===== src/rtl/rv32_pkg.sv =====
// Shared RV32 definitions: RV32M funct3 codes, decode constants and the
// sequencer state encoding.
package rv32_pkg;

    localparam int XLEN = 32;

    localparam logic [6:0] OP_REG        = 7'h33;
    localparam logic [6:0] FUNCT7_MULDIV = 7'h01;

    localparam logic [2:0] F3_MUL    = 3'd0;
    localparam logic [2:0] F3_MULH   = 3'd1;
    localparam logic [2:0] F3_MULHSU = 3'd2;
    localparam logic [2:0] F3_MULHU  = 3'd3;
    localparam logic [2:0] F3_DIV    = 3'd4;
    localparam logic [2:0] F3_DIVU   = 3'd5;
    localparam logic [2:0] F3_REM    = 3'd6;
    localparam logic [2:0] F3_REMU   = 3'd7;

    typedef enum logic [1:0] {
        IDLE = 2'd0,
        CALC = 2'd1,
        FIN  = 2'd2,
        DONE = 2'd3
    } state_t;

endpackage


===== src/rtl/rv32m_muldiv_seq_if.sv =====
// Request/response channels between the execute stage and the multi-cycle
// multiply/divide sequencer.
interface rv32m_muldiv_seq_if #(
    parameter int XLEN = 32
);
    logic            req_valid;
    logic            req_ready;
    logic [2:0]      req_funct3;
    logic [XLEN-1:0] req_a;
    logic [XLEN-1:0] req_b;
    logic            resp_valid;
    logic            resp_ready;
    logic [XLEN-1:0] resp_result;

    modport master (
        output req_valid, req_funct3, req_a, req_b, resp_ready,
        input  req_ready, resp_valid, resp_result
    );

    modport slave (
        input  req_valid, req_funct3, req_a, req_b, resp_ready,
        output req_ready, resp_valid, resp_result
    );
endinterface


===== src/rtl/muldiv_step.sv =====
// One radix-2 iteration: shift-add for multiply, restore-subtract for divide.
// {acc_hi, acc_lo} is product/multiplier or remainder/dividend-quotient.
module muldiv_step #(
    parameter int W = 32
) (
    input  logic [W-1:0] acc_hi,
    input  logic [W-1:0] acc_lo,
    input  logic [W-1:0] operand,
    input  logic         is_div,
    output logic [W-1:0] hi_next,
    output logic [W-1:0] lo_next
);
    logic [W:0]   sum;
    logic [W:0]   shifted;
    logic [W-1:0] diff;
    logic         ge;

    always_comb begin
        sum     = {1'b0, acc_hi} + (acc_lo[0] ? {1'b0, operand} : '0);
        shifted = {acc_hi, acc_lo[W-1]};
        ge      = (shifted >= {1'b0, operand});
        // When ge holds the true difference is below operand, so W bits suffice.
        diff    = shifted[W-1:0] - operand;
        if (is_div) begin
            hi_next = ge ? diff : shifted[W-1:0];
            lo_next = {acc_lo[W-2:0], ge};
        end else begin
            hi_next = sum[W:1];
            lo_next = {sum[0], acc_lo[W-1:1]};
        end
    end
endmodule


===== src/rtl/rv32m_muldiv_seq.sv =====
// Multi-cycle RV32M sequencer: iterates on operand magnitudes for ITER cycles,
// then sign-corrects; divide-by-zero and signed overflow resolve immediately.
module rv32m_muldiv_seq #(
    parameter int XLEN = 32,
    parameter int ITER = 32
) (
    input  logic               clk,
    input  logic               rst_n,
    input  logic               flush,
    output logic               busy,
    rv32m_muldiv_seq_if.slave  bus
);
    import rv32_pkg::*;

    localparam int CW = $clog2(ITER);
    localparam logic [XLEN-1:0] MIN_NEG = {1'b1, {(XLEN-1){1'b0}}};

    state_t          state_reg;
    logic [CW-1:0]   count_reg;
    logic [2:0]      op_reg;
    logic            neg_reg;
    logic            rem_neg_reg;
    logic [XLEN-1:0] hi_reg;
    logic [XLEN-1:0] lo_reg;
    logic [XLEN-1:0] opnd_reg;
    logic [XLEN-1:0] resp_result_reg;
    logic            req_ready_reg;
    logic            resp_valid_reg;
    logic            busy_reg;

    logic [2:0]      f3;
    logic            a_signed;
    logic            b_signed;
    logic            a_neg;
    logic            b_neg;
    logic            special;
    logic [XLEN-1:0] a_mag;
    logic [XLEN-1:0] b_mag;
    logic [XLEN-1:0] special_result;
    logic [XLEN-1:0] hi_next;
    logic [XLEN-1:0] lo_next;
    logic [2*XLEN-1:0] prod;
    logic [2*XLEN-1:0] prod_fix;
    logic [XLEN-1:0] fin_result;

    assign f3 = bus.req_funct3;

    // Magnitudes stay XLEN wide: |0x80000000| = 2^31 is exact as unsigned.
    always_comb begin
        a_signed = (f3 == F3_MULH) || (f3 == F3_MULHSU) || (f3 == F3_DIV) || (f3 == F3_REM);
        b_signed = (f3 == F3_MULH) || (f3 == F3_DIV) || (f3 == F3_REM);
        a_neg    = a_signed & bus.req_a[XLEN-1];
        b_neg    = b_signed & bus.req_b[XLEN-1];
        a_mag    = a_neg ? -bus.req_a : bus.req_a;
        b_mag    = b_neg ? -bus.req_b : bus.req_b;
        special        = 1'b0;
        special_result = '0;
        if (f3[2] && (bus.req_b == '0)) begin
            special        = 1'b1;
            special_result = f3[1] ? bus.req_a : '1;
        end else if (((f3 == F3_DIV) || (f3 == F3_REM)) &&
                     (bus.req_a == MIN_NEG) && (bus.req_b == '1)) begin
            special        = 1'b1;
            special_result = (f3 == F3_DIV) ? MIN_NEG : '0;
        end
    end

    muldiv_step #(.W(XLEN)) u_step (
        .acc_hi  (hi_reg),
        .acc_lo  (lo_reg),
        .operand (opnd_reg),
        .is_div  (op_reg[2]),
        .hi_next (hi_next),
        .lo_next (lo_next)
    );

    always_comb begin
        prod     = {hi_reg, lo_reg};
        prod_fix = neg_reg ? -prod : prod;
        case (op_reg)
            F3_MUL:                       fin_result = prod_fix[XLEN-1:0];
            F3_MULH, F3_MULHSU, F3_MULHU: fin_result = prod_fix[2*XLEN-1:XLEN];
            F3_DIV, F3_DIVU:              fin_result = neg_reg ? -lo_reg : lo_reg;
            default:                      fin_result = rem_neg_reg ? -hi_reg : hi_reg;
        endcase
    end

    always_ff @(posedge clk or negedge rst_n) begin
        if (!rst_n) begin
            state_reg       <= IDLE;
            count_reg       <= '0;
            op_reg          <= F3_MUL;
            neg_reg         <= 1'b0;
            rem_neg_reg     <= 1'b0;
            hi_reg          <= '0;
            lo_reg          <= '0;
            opnd_reg        <= '0;
            resp_result_reg <= '0;
            req_ready_reg   <= 1'b1;
            resp_valid_reg  <= 1'b0;
            busy_reg        <= 1'b0;
        end else if (flush) begin
            state_reg      <= IDLE;
            count_reg      <= '0;
            req_ready_reg  <= 1'b1;
            resp_valid_reg <= 1'b0;
            busy_reg       <= 1'b0;
        end else begin
            case (state_reg)
                IDLE: begin
                    if (bus.req_valid) begin
                        op_reg        <= f3;
                        neg_reg       <= a_neg ^ b_neg;
                        rem_neg_reg   <= a_neg;
                        req_ready_reg <= 1'b0;
                        busy_reg      <= 1'b1;
                        if (special) begin
                            resp_result_reg <= special_result;
                            resp_valid_reg  <= 1'b1;
                            state_reg       <= DONE;
                        end else begin
                            // Multiply keeps the multiplier in lo; divide keeps the dividend there.
                            hi_reg    <= '0;
                            lo_reg    <= f3[2] ? a_mag : b_mag;
                            opnd_reg  <= f3[2] ? b_mag : a_mag;
                            count_reg <= '0;
                            state_reg <= CALC;
                        end
                    end
                end
                CALC: begin
                    hi_reg    <= hi_next;
                    lo_reg    <= lo_next;
                    count_reg <= count_reg + 1'b1;
                    if (count_reg == CW'(ITER - 1)) begin
                        state_reg <= FIN;
                    end
                end
                FIN: begin
                    resp_result_reg <= fin_result;
                    resp_valid_reg  <= 1'b1;
                    state_reg       <= DONE;
                end
                DONE: begin
                    if (bus.resp_ready) begin
                        resp_valid_reg <= 1'b0;
                        req_ready_reg  <= 1'b1;
                        busy_reg       <= 1'b0;
                        state_reg      <= IDLE;
                    end
                end
                default: begin
                    state_reg     <= IDLE;
                    req_ready_reg <= 1'b1;
                    busy_reg      <= 1'b0;
                end
            endcase
        end
    end

    assign bus.req_ready   = req_ready_reg;
    assign bus.resp_valid  = resp_valid_reg;
    assign bus.resp_result = resp_result_reg;
    assign busy            = busy_reg;

endmodule

===== src/flat_wrapper.sv =====
// flat-port wrapper written by rule: the top's interface ports become plain ports
module rv32m_muldiv_seq_flat import rv32_pkg::*;
#(
    parameter int XLEN = 32,
    parameter int ITER = 32
)
  (clk, rst_n, flush, busy, bus_req_valid, bus_req_funct3, bus_req_a, bus_req_b, bus_resp_ready, bus_req_ready, bus_resp_valid, bus_resp_result);
  rv32m_muldiv_seq_if #(.XLEN(XLEN)) bus_i ();
  input  logic clk;
  input  logic rst_n;
  input  logic flush;
  output logic busy;
  input wire logic [$bits(bus_i.req_valid)-1:0] bus_req_valid;
  input wire logic [$bits(bus_i.req_funct3)-1:0] bus_req_funct3;
  input wire logic [$bits(bus_i.req_a)-1:0] bus_req_a;
  input wire logic [$bits(bus_i.req_b)-1:0] bus_req_b;
  input wire logic [$bits(bus_i.resp_ready)-1:0] bus_resp_ready;
  output wire logic [$bits(bus_i.req_ready)-1:0] bus_req_ready;
  output wire logic [$bits(bus_i.resp_valid)-1:0] bus_resp_valid;
  output wire logic [$bits(bus_i.resp_result)-1:0] bus_resp_result;
  assign bus_i.req_valid = bus_req_valid;
  assign bus_i.req_funct3 = bus_req_funct3;
  assign bus_i.req_a = bus_req_a;
  assign bus_i.req_b = bus_req_b;
  assign bus_i.resp_ready = bus_resp_ready;
  assign bus_req_ready = bus_i.req_ready;
  assign bus_resp_valid = bus_i.resp_valid;
  assign bus_resp_result = bus_i.resp_result;
  rv32m_muldiv_seq #(.XLEN(XLEN), .ITER(ITER)) u_core (.clk(clk), .rst_n(rst_n), .flush(flush), .busy(busy), .bus(bus_i));
endmodule

===== config.mk =====
export PLATFORM = sky130hd
export DESIGN_NAME = rv32m_muldiv_seq_flat
export DESIGN_NICKNAME = d
export VERILOG_FILES = /design/src/rtl/rv32_pkg.sv /design/src/rtl/rv32m_muldiv_seq_if.sv /design/src/rtl/muldiv_step.sv /design/src/rtl/rv32m_muldiv_seq.sv /design/src/flat_wrapper.sv
export SDC_FILE = /design/constraint.sdc
export NUM_CORES = 1
export LEC_CHECK = 0
export ABC_AREA = 0
export CAP_MARGIN = 20
export CELL_PAD_IN_SITES_DETAIL_PLACEMENT = 1
export CELL_PAD_IN_SITES_GLOBAL_PLACEMENT = 1
export CORE_ASPECT_RATIO = 0.8
export CORE_UTILIZATION = 25
export DETAILED_ROUTE_END_ITERATION = 10
export GPL_ROUTABILITY_DRIVEN = 0
export PLACE_DENSITY = 0.48
export SYNTH_ARGS = -nofsm -noshare
export SYNTH_HDL_FRONTEND = slang
export SYNTH_HIERARCHICAL = 1
export SYNTH_SLANG_ARGS = --single-unit

===== constraint.sdc =====
create_clock -name clk -period 4.79 [get_ports clk]
set_input_delay 0.7185 -clock clk [delete_from_list [all_inputs] [get_ports clk]]
set_output_delay 0.7185 -clock clk [all_outputs]
set_load 0.005 [all_outputs]

# Word level (Yosys, flattened, before mapping)
# Index checks and enable logic that the tools add are counted.
# word_totals
ff_bits	143
word_cells	125
rom_bits	0
mem_bits_rw	0
in_bits	72
latchBits	0
mem_count	0
out_inout_bits	35
# op_classes
addsub	8
eq_ne	23
n_div	0
n_reduce_logical	27
mul	0
order_cmp	1
muxes	49
n_bitwise	5
shifts	0
# op_table
op	n
$mux 32	20
$pmux 32 s2	3
$neg 32->32	4
$pmux 32 s3	1
$eq 32x32->1 const B	2
$mux 64	1
$neg 64->64	1
$add 32x33->33	1
$ge 33x32->1	1
$logic_not 32->1	1
$sub 32x32->32	1
$reduce_and 4->1	4
$mux 5	3
$eq 3x3->1 const B	4
$reduce_and 3->1	4
$mux 1	11
$mux 2	5
$pmux 5 s2	1
$eq 3x2->1 const B	3
$ne 3x3->1 const B	3
$pmux 2 s4	1
$eq 3x1->1 const B	2
$logic_or 1x1->1	6
$ne 3x2->1 const B	2
other kinds (19)	28

# Depth between registers and ports, before layout
# Gate-level depths: netlist (run 1).
# logic_depth
ltp_word	10
mapped_depth	16
depth_no_buf	14

# Cells and area by module
# The synthesis (run 1) kept the hierarchy.
# modules_own_cells
mod	area_each_um2	seq_area_each_um2	cells_each	instances
rv32m_muldiv_seq	11287.1	3579.7	1396	1
muldiv_step	4722.0	0.0	714	1

# Worst setup path before layout (run 1)
# OpenSTA, ideal clock, no wires.
# synth_timing
path_type	register to register
from	reg u_core.lo_reg[0]
to	reg u_core.hi_reg[31]
arrival_ns	3.347
path_slack_ns	1.322
path_buffers	1
path_stages_with_launch	15
setup_time_ns	0.121
synth_period_minus_slack_ns	3.468
required_ns	4.669
cell_sequence	dfrtp_1 clkbuf_1 and2_1 ha_1 fa_1 a21oi_1 nor2_1 or4_1 nand4_1 o211a_1 o41ai_1 a41o_1 a211o_1 o311a_1 a22o_1
# synth_between
elab_chain_cells	4
# synth_rtl
item	line_no	rtl
start: declaration	rv32m_muldiv_seq.sv:24	logic [XLEN-1:0] lo_reg;
start signal: assignment	rv32m_muldiv_seq.sv:124	lo_reg <= f3[2] ? a_mag : b_mag;
start signal: assignment	rv32m_muldiv_seq.sv:133	lo_reg <= lo_next;
$mux 32	muldiv_step.sv:19	sum = {1'b0, acc_hi} + (acc_lo[0] ? {1'b0, operand} : '0);
$add 32x33->33	muldiv_step.sv:19	
$mux 32	muldiv_step.sv:24	if (is_div) begin
via u_core.hi_next[31]	rv32m_muldiv_seq.sv:40	logic [XLEN-1:0] hi_next;
$pmux 32 s2	rv32m_muldiv_seq.sv:109	case (state_reg)
end signal: assignment	rv32m_muldiv_seq.sv:132	hi_reg <= hi_next;
end: declaration	rv32m_muldiv_seq.sv:23	logic [XLEN-1:0] hi_reg;
# The timed path passes the listed nets, and every way through them passes these cells.
# A chain may end at the register's enable or synchronous reset.

# Final worst setup path (run 1)
# Same ends and word-level chain as after synthesis.

==> impl_metrics.py, run 1 <==
metrics = {
    "run_status": {
        "outcome": "finished clean",
    },
    "global_routing": {
        "antenna_found_initial": 13,
        "grt_pass1_vias": 17190,
        "grt_max_degree": 70,
        "grt_overflow": 0,
        "track_usage_pct": 25.49,
        "grt_pass1_wl_mm": 122.1,
    },
    "power": {
        "power.density_nw_per_um2": 681.4,
        "p_leak_nw": 7.833,
        "total_power_mw": 12.97,
        "peakVddDrop_v": 0.0002206,
    },
    "cells_and_area": {
        "area_growth_syn_to_layout_pct": 18.90,
        "stdcell_area_um2": 19030,
        "drive_above_1_share_pct": 9.977,
        "regArea_um2": 3582,
        "utilization_pct": 30.22,
        "fill_cells": 7598,
        "multi_input_area_um2": 11530,
        "fin_nets": 2351,
    },
    "setup_path": {
        "startpoint_type": "flip-flop",
        "cp.arrival_ps": 4520,
        "reg2reg_to": "u_core/hi_reg[31]",
        "rr_worst_depth": 14,
        "r2r-start": "u_core/lo_reg[0]",
        "critPathSlowestCell": "or4_1",
        "crit_type": "flip-flop to flip-flop",
        "path_cells": "and2_1 -> ha_1 -> fa_1 -> a21oi_1 -> nor2_1 -> or4_1 -> nand4_1 -> o211a_1 -> o41ai_1 -> buf_4 -> a41o_1 -> a211o_1 -> o311a_1 -> a22o_1",
        "crit_required_ps": 5140,
        "ff2ff_setup_slack_ps": 630,
        "cp_max_fo": 11,
        "cp_slowest_stage_delay_ps": 630,
        "worst_setup_path_end_kind": "flip-flop",
    },
    "yosys": {
        "synth_xor_area_share_pct": 9.738,
        "synth_top_area_cell": "dfrtp_1",
        "muxShareOfSynthArea_pct": 6.362,
        "ys_top_cells_by_area": "dfrtp_1 (22%), ha_1 (5.9%), xnor2_1 (5.4%)",
        "synth_edf_count": 0,
        "async_flop_share_pct": 100.0,
        "avgSynthCellArea_um2": 7.587,
        "yosys_warnings": 6,
        "syn-num-nets": 2259,
        "netlist-cell-type-count": 89,
        "synthFlopType": "dfrtp_1",
        "synthAdderAreaFrac_pct": 6.112,
        "syn_area_um2": 16010,
        "synth-simple-area-share_pct": 21.87,
        "ys_ff_latch": 143,
        "yosys.area.top_type_share_pct": 22.20,
        "synth-seq-area-share_pct": 22.36,
        "synth-compound-area-share_pct": 27.75,
        "netlist_instances": 2110,
        "synth_top_family_by_area": "compound AO/OA/AOI/OAI gates",
    },
    "clocking": {
        "ctsHtreeMaxLevel": 4,
        "cts_made_buffers": 17,
        "hold_buffers": 0,
        "cts_setup_buffers": 0,
        "cts_tree": "built",
        "cts.sinks": 143,
        "post_cts_resize_count": 0,
        "clock_latency_ps": 470,
        "clockRootBuffer": "clkbuf_16",
        "clkTransAtPathRegs_ps": 70,
        "cts_buffer_depth": 2,
    },
    "timing": {
        "setup_viol": 0,
        "fin_crit_ps": 4163,
        "finalCritPeriodShare_pct": 86.91,
        "fmax_mhz": 240.2,
        "tightest_slew_ps": 927.8,
        "drv_slew": 0,
        "slew_headroom_pct": 37.67,
        "hold_viol": 0,
        "rsz0062_at_grt": "no",
        "tns_ps": 0,
        "fin_skew_ps": 14.44,
        "fin_hold_ws_ps": 274.6,
    },
    "routing": {
        "post_drt_via_cell_ratio": 5.656,
        "vias": 17290,
        "dr.pass1.iters": 5,
        "drc_errors": 0,
        "drtIter0Drc": 1428,
        "avgRoutedWirePerCell_um": 27.44,
        "finalWirelength_mm": 83.87,
        "antenna_left": 0,
    },
    "floorplan": {
        "die_h_um": 228.3,
        "die_area_um2": 65060,
        "start_util_pct": 25.41,
        "ios": 107,
        "fp.coreArea_um2": 63000,
        "die_w_um": 284.9,
        "row_count": 82,
    },
    "run": {
        "maxCapViolCount": 0,
    },
    "place": {
        "dp_hpwl_mm": 67.55,
        "portBuffers": 106,
        "place_area_um2": 18430,
    },
    "hold_path": {
        "min_path_type": "primary input to asynchronous set/reset pin",
    },
}
[cells in the mapped netlist (35+ instances only)]
master	number
ha_1	75
a31oi_1	45
a22o_1	35
nor3_1	51
o31ai_1	41
a21oi_1	169
nor2_1	182
clkbuf_1	101
inv_1	83
mux2i_1	53
mux2_2	41
and2_1	42
o21ai_0	154
xor2_1	80
dfrtp_1	142
nand3_1	49
nand2_1	190
a21o_1	37
xnor2_1	98
[worst max path at each step]
stage / start / endpoint / slack (ps)
2_1_floorplan: u_core/lo_reg[0] / u_core/hi_reg[31] / 1320
3_3_place_gp: bus_req_b[8] / u_core/opnd_reg[26] / 420
3_5_place_dp: bus_req_b[8] / u_core/opnd_reg[26] / 340
4_1_cts: u_core/lo_reg[0] / u_core/hi_reg[31] / 700
5_1_grt: u_core/lo_reg[0] / u_core/hi_reg[31] / 470
6_report: u_core/lo_reg[0] / u_core/hi_reg[31] / 630
[per-stage QoR]
stage | std cells | worst slack, ps
finish | 3057 | 627.0
global route | 3055 | 465.4
CTS | 3053 | 696.9
detailed placement | 3021 | 335.3
global placement | 3020 | 420.8
floorplan | 2110 | 1322
[metal layers]
| layer | wire, µm | vias up | track usage [%] |
|---|---|---|---|
| met4 | 1814 | 2 | 6.250 |
| met1 | 41790 | 8740 | 38.33 |
| li1 | - | 7942 | - |
| met3 | 6530 | 70 | 6.647 |
| met2 | 33730 | 535 | 35.38 |
| met5 | 9 | - | 0 |
[where the power goes]
group	switching [mW]	internal, mW	total, mW	leakage, nW
clock	0.663	0.732	1.39	0.274
combinational	5.69	3.36	9.05	5.74
sequential	0.890	1.64	2.53	1.82
total	7.24	5.73	13.0	7.83
[layout make-up]
| type | count | area share, % |
|---|---|---|
| clock inverter | 15 | 0.7888 |
| tap | 840 | 5.522 |
| sequential | 143 | 18.82 |
| timing repair buffer | 218 | 10.39 |
| antenna | 2 | 0.02629 |
| multi-input combinational | 1739 | 60.58 |
| clock buffer | 17 | 2.235 |
| inverter | 83 | 1.637 |
[worst max-delay path, delay by kind of cell (launching register included)]
kind / cells / cell delay (ps)
and+or+nand+nor: 4 / 1170
AOI/OAI and AO/OA: 7 / 1540
buffers and inverters: 1 / 180
DFF: 1 / 530
adders and majority gates: 2 / 640
[layout by cell type (no fill, tap or decap), types with 23 or more instances in the layout]
cell / count
nor3_1: 51
dfrtp_1: 140
ha_1: 74
o21ai_0: 154
a31oi_1: 44
mux2_2: 41
a21oi_1: 168
mux2i_1: 53
buf_4: 105
xor2_1: 80
a21o_1: 37
nor4_1: 30
nand2b_1: 25
xnor2_1: 98
nand4_1: 26
clkdlybuf4s50_1: 104
nand2_1: 190
nand3_1: 49
nor2_1: 182
inv_1: 82
o31ai_1: 41
or3_1: 27
o211ai_1: 23
a22o_1: 35
and2_1: 42
[logic make-up after synthesis]
group,after synthesis
AO/OA/AOI/OAI,679
XOR/XNOR,178
adder cells (fa/ha/maj),77
buffers and inverters,228
flip-flops,143
multiplexers,96
AND/OR/NAND/NOR,709
Note: power is estimated with default switching activity, not from simulation.
==> inputs of run 2 (changes only) <==
--- a/config.mk
+++ b/config.mk
@@ -18,3 +18,4 @@
 export SYNTH_HDL_FRONTEND = slang
 export SYNTH_HIERARCHICAL = 1
 export SYNTH_SLANG_ARGS = --single-unit
+export TNS_END_PERCENT = 20
==> results of run 2 <==
No change in the layout: final DEF, timing and power equal those of run 1.
==> inputs of run 3 (changes only) <==
--- a/config.mk
+++ b/config.mk
@@ -14,6 +14,7 @@
 export DETAILED_ROUTE_END_ITERATION = 10
 export GPL_ROUTABILITY_DRIVEN = 0
 export PLACE_DENSITY = 0.48
+export SLEW_MARGIN = 20
 export SYNTH_ARGS = -nofsm -noshare
 export SYNTH_HDL_FRONTEND = slang
 export SYNTH_HIERARCHICAL = 1
==> constraint.sdc (replaced) <==
create_clock -name clk -period 4.95 [get_ports clk]
set_input_delay 0.7425 -clock clk [delete_from_list [all_inputs] [get_ports clk]]
set_output_delay 0.7425 -clock clk [all_outputs]
set_load 0.005 [all_outputs]
==> impl_metrics.py, run 3 (same netlist as run 1, synthesis figures left out) <==
metrics = {
    "clocking": {
        "cts_setup_buffers": 0,
        "cts.sinks": 143,
        "cts_tree": "built",
        "clkTransAtPathRegs_ps": 80,
        "cts_made_buffers": 17,
        "hold_buffers": 0,
        "post_cts_resize_count": 0,
        "clockRootBuffer": "clkbuf_16",
        "clock_latency_ps": 470,
        "ctsHtreeMaxLevel": 4,
        "cts_buffer_depth": 2,
    },
    "cells_and_area": {
        "fill_cells": 7641,
        "area_growth_syn_to_layout_pct": 17.75,
        "drive_above_1_share_pct": 9.290,
        "stdcell_count": 3037,
        "most-common-layout-cells": "nand2_1 (190), nor2_1 (182), a21oi_1 (168)",
        "layout_commonest_cell": "nand2_1",
        "fin_nets": 2332,
    },
    "place": {
        "portBuffers": 106,
        "place_inst": 3004,
        "post-place-ws_ps": 286.3,
        "dp_hpwl_mm": 65.98,
    },
    "timing": {
        "drv_slew": 0,
        "fin_skew_ps": 14.03,
        "setup_slack_ps": 590.5,
        "fmax_mhz": 229.4,
        "finalCritPeriodShare_pct": 88.07,
        "rsz0062_at_grt": "no",
        "fin_hold_ws_ps": 321.4,
        "fin_crit_ps": 4360,
        "slew_headroom_pct": 22.55,
        "tns_ps": 0,
        "hold_viol": 0,
        "tightest_slew_ps": 1157,
        "setup_viol": 0,
    },
    "global_routing": {
        "track_usage_pct": 25.06,
        "grt_pass1_wl_mm": 120.8,
        "grt_pass1_vias": 17200,
        "grt_overflow": 0,
        "antenna_found_initial": 3,
        "grt_max_degree": 75,
    },
    "floorplan": {
        "die_h_um": 228.3,
        "die_w_um": 284.9,
        "die_area_um2": 65060,
        "row_count": 82,
        "start_util_pct": 25.41,
        "ios": 107,
        "fp.coreArea_um2": 63000,
    },
    "setup_path": {
        "cp_max_fo": 27,
        "crit_type": "flip-flop to flip-flop",
        "worst_setup_path_end_kind": "flip-flop",
        "crit_required_ps": 5320,
        "cp.arrival_ps": 4720,
        "ff2ff_setup_slack_ps": 590,
        "startpoint_type": "flip-flop",
    },
    "routing": {
        "antenna_left": 0,
        "dr.pass1.iters": 5,
        "post_drt_via_cell_ratio": 5.715,
        "vias": 17360,
        "drtIter0Drc": 1374,
        "drc_errors": 0,
        "avgRoutedWirePerCell_um": 27.14,
        "finalWirelength_mm": 82.42,
    },
    "power": {
        "p_leak_nw": 7.714,
        "peakVddDrop_v": 0.0002527,
        "power.density_nw_per_um2": 657.5,
        "total_power_mw": 12.39,
    },
    "run": {
        "maxCapViolCount": 0,
    },
    "hold_path": {
        "min_path_type": "primary input to asynchronous set/reset pin",
    },
    "run_status": {
        "outcome": "finished clean",
    },
}
-- run 3: worst paths after layout --
kind / start / end / depth (start not counted)
worst max-delay path: u_core/hi_reg[25] / u_core/hi_reg[5] / 13
worst min-delay path: rst_n / u_core/hi_reg[14] / 1
worst max register to register: u_core/hi_reg[25] / u_core/hi_reg[5] / 13
worst min register to register: u_core/bus.resp_result[0] / u_core/bus.resp_result[0] / 2
max in group asynchronous: rst_n / u_core/bus.resp_result[15] / 2
min in group clk: u_core/bus.resp_result[0] / u_core/bus.resp_result[0] / 2
-- run 3: critical path, cell delays in order (launching register included) --
cell     delay, ps
dfrtp_1        660
ha_1           390
nand4_1        120
buf_4          190
or4_1          230
or4_1          260
a21oi_1        100
or4_1          550
a31oi_4        850
buf_4          300
nor2_1          60
a21oi_1        180
a21oi_1         90
a22o_1         220
-- run 3: power breakdown --
part / leakage [nW] / total [mW] / switching (mW) / internal (mW)
clock: 0.291 / 1.40 / 0.632 / 0.766
combinational: 5.60 / 8.51 / 5.36 / 3.15
sequential: 1.82 / 2.49 / 0.903 / 1.58
total: 7.71 / 12.4 / 6.90 / 5.50
-- run 3: area by class of cell --
| class | count | area (µm²) | area share, % |
|---|---|---|---|
| diodes | 1 | 2.502 | 0.01327 |
| clock buffers | 19 | 442.9 | 2.350 |
| clock inverters | 13 | 150.1 | 0.7965 |
| inverters | 83 | 311.5 | 1.653 |
| multi-input cells | 1739 | 11540 | 61.23 |
| flip-flops and latches | 143 | 3582 | 19.00 |
| well taps | 840 | 1051 | 5.575 |
| repair buffers | 199 | 1768 | 9.379 |
-- run 3: per-layer routing --
layer	routed length [µm]	up-vias	global-route usage, %
met1	42870	8935	39.26
met5	0	-	0
met2	33690	465	35.43
li1	-	7903	-
met3	4599	53	3.852
met4	1270	0	4.980
-- run 3: through the flow --
| stage | utilization [%] | area, µm² |
|---|---|---|
| floorplan | - | 16010 |
| global placement | 28.96 | 18240 |
| detailed placement | 28.96 | 18240 |
| CTS | 29.90 | 18840 |
| global route | 29.92 | 18850 |
| finish | 29.92 | 18850 |
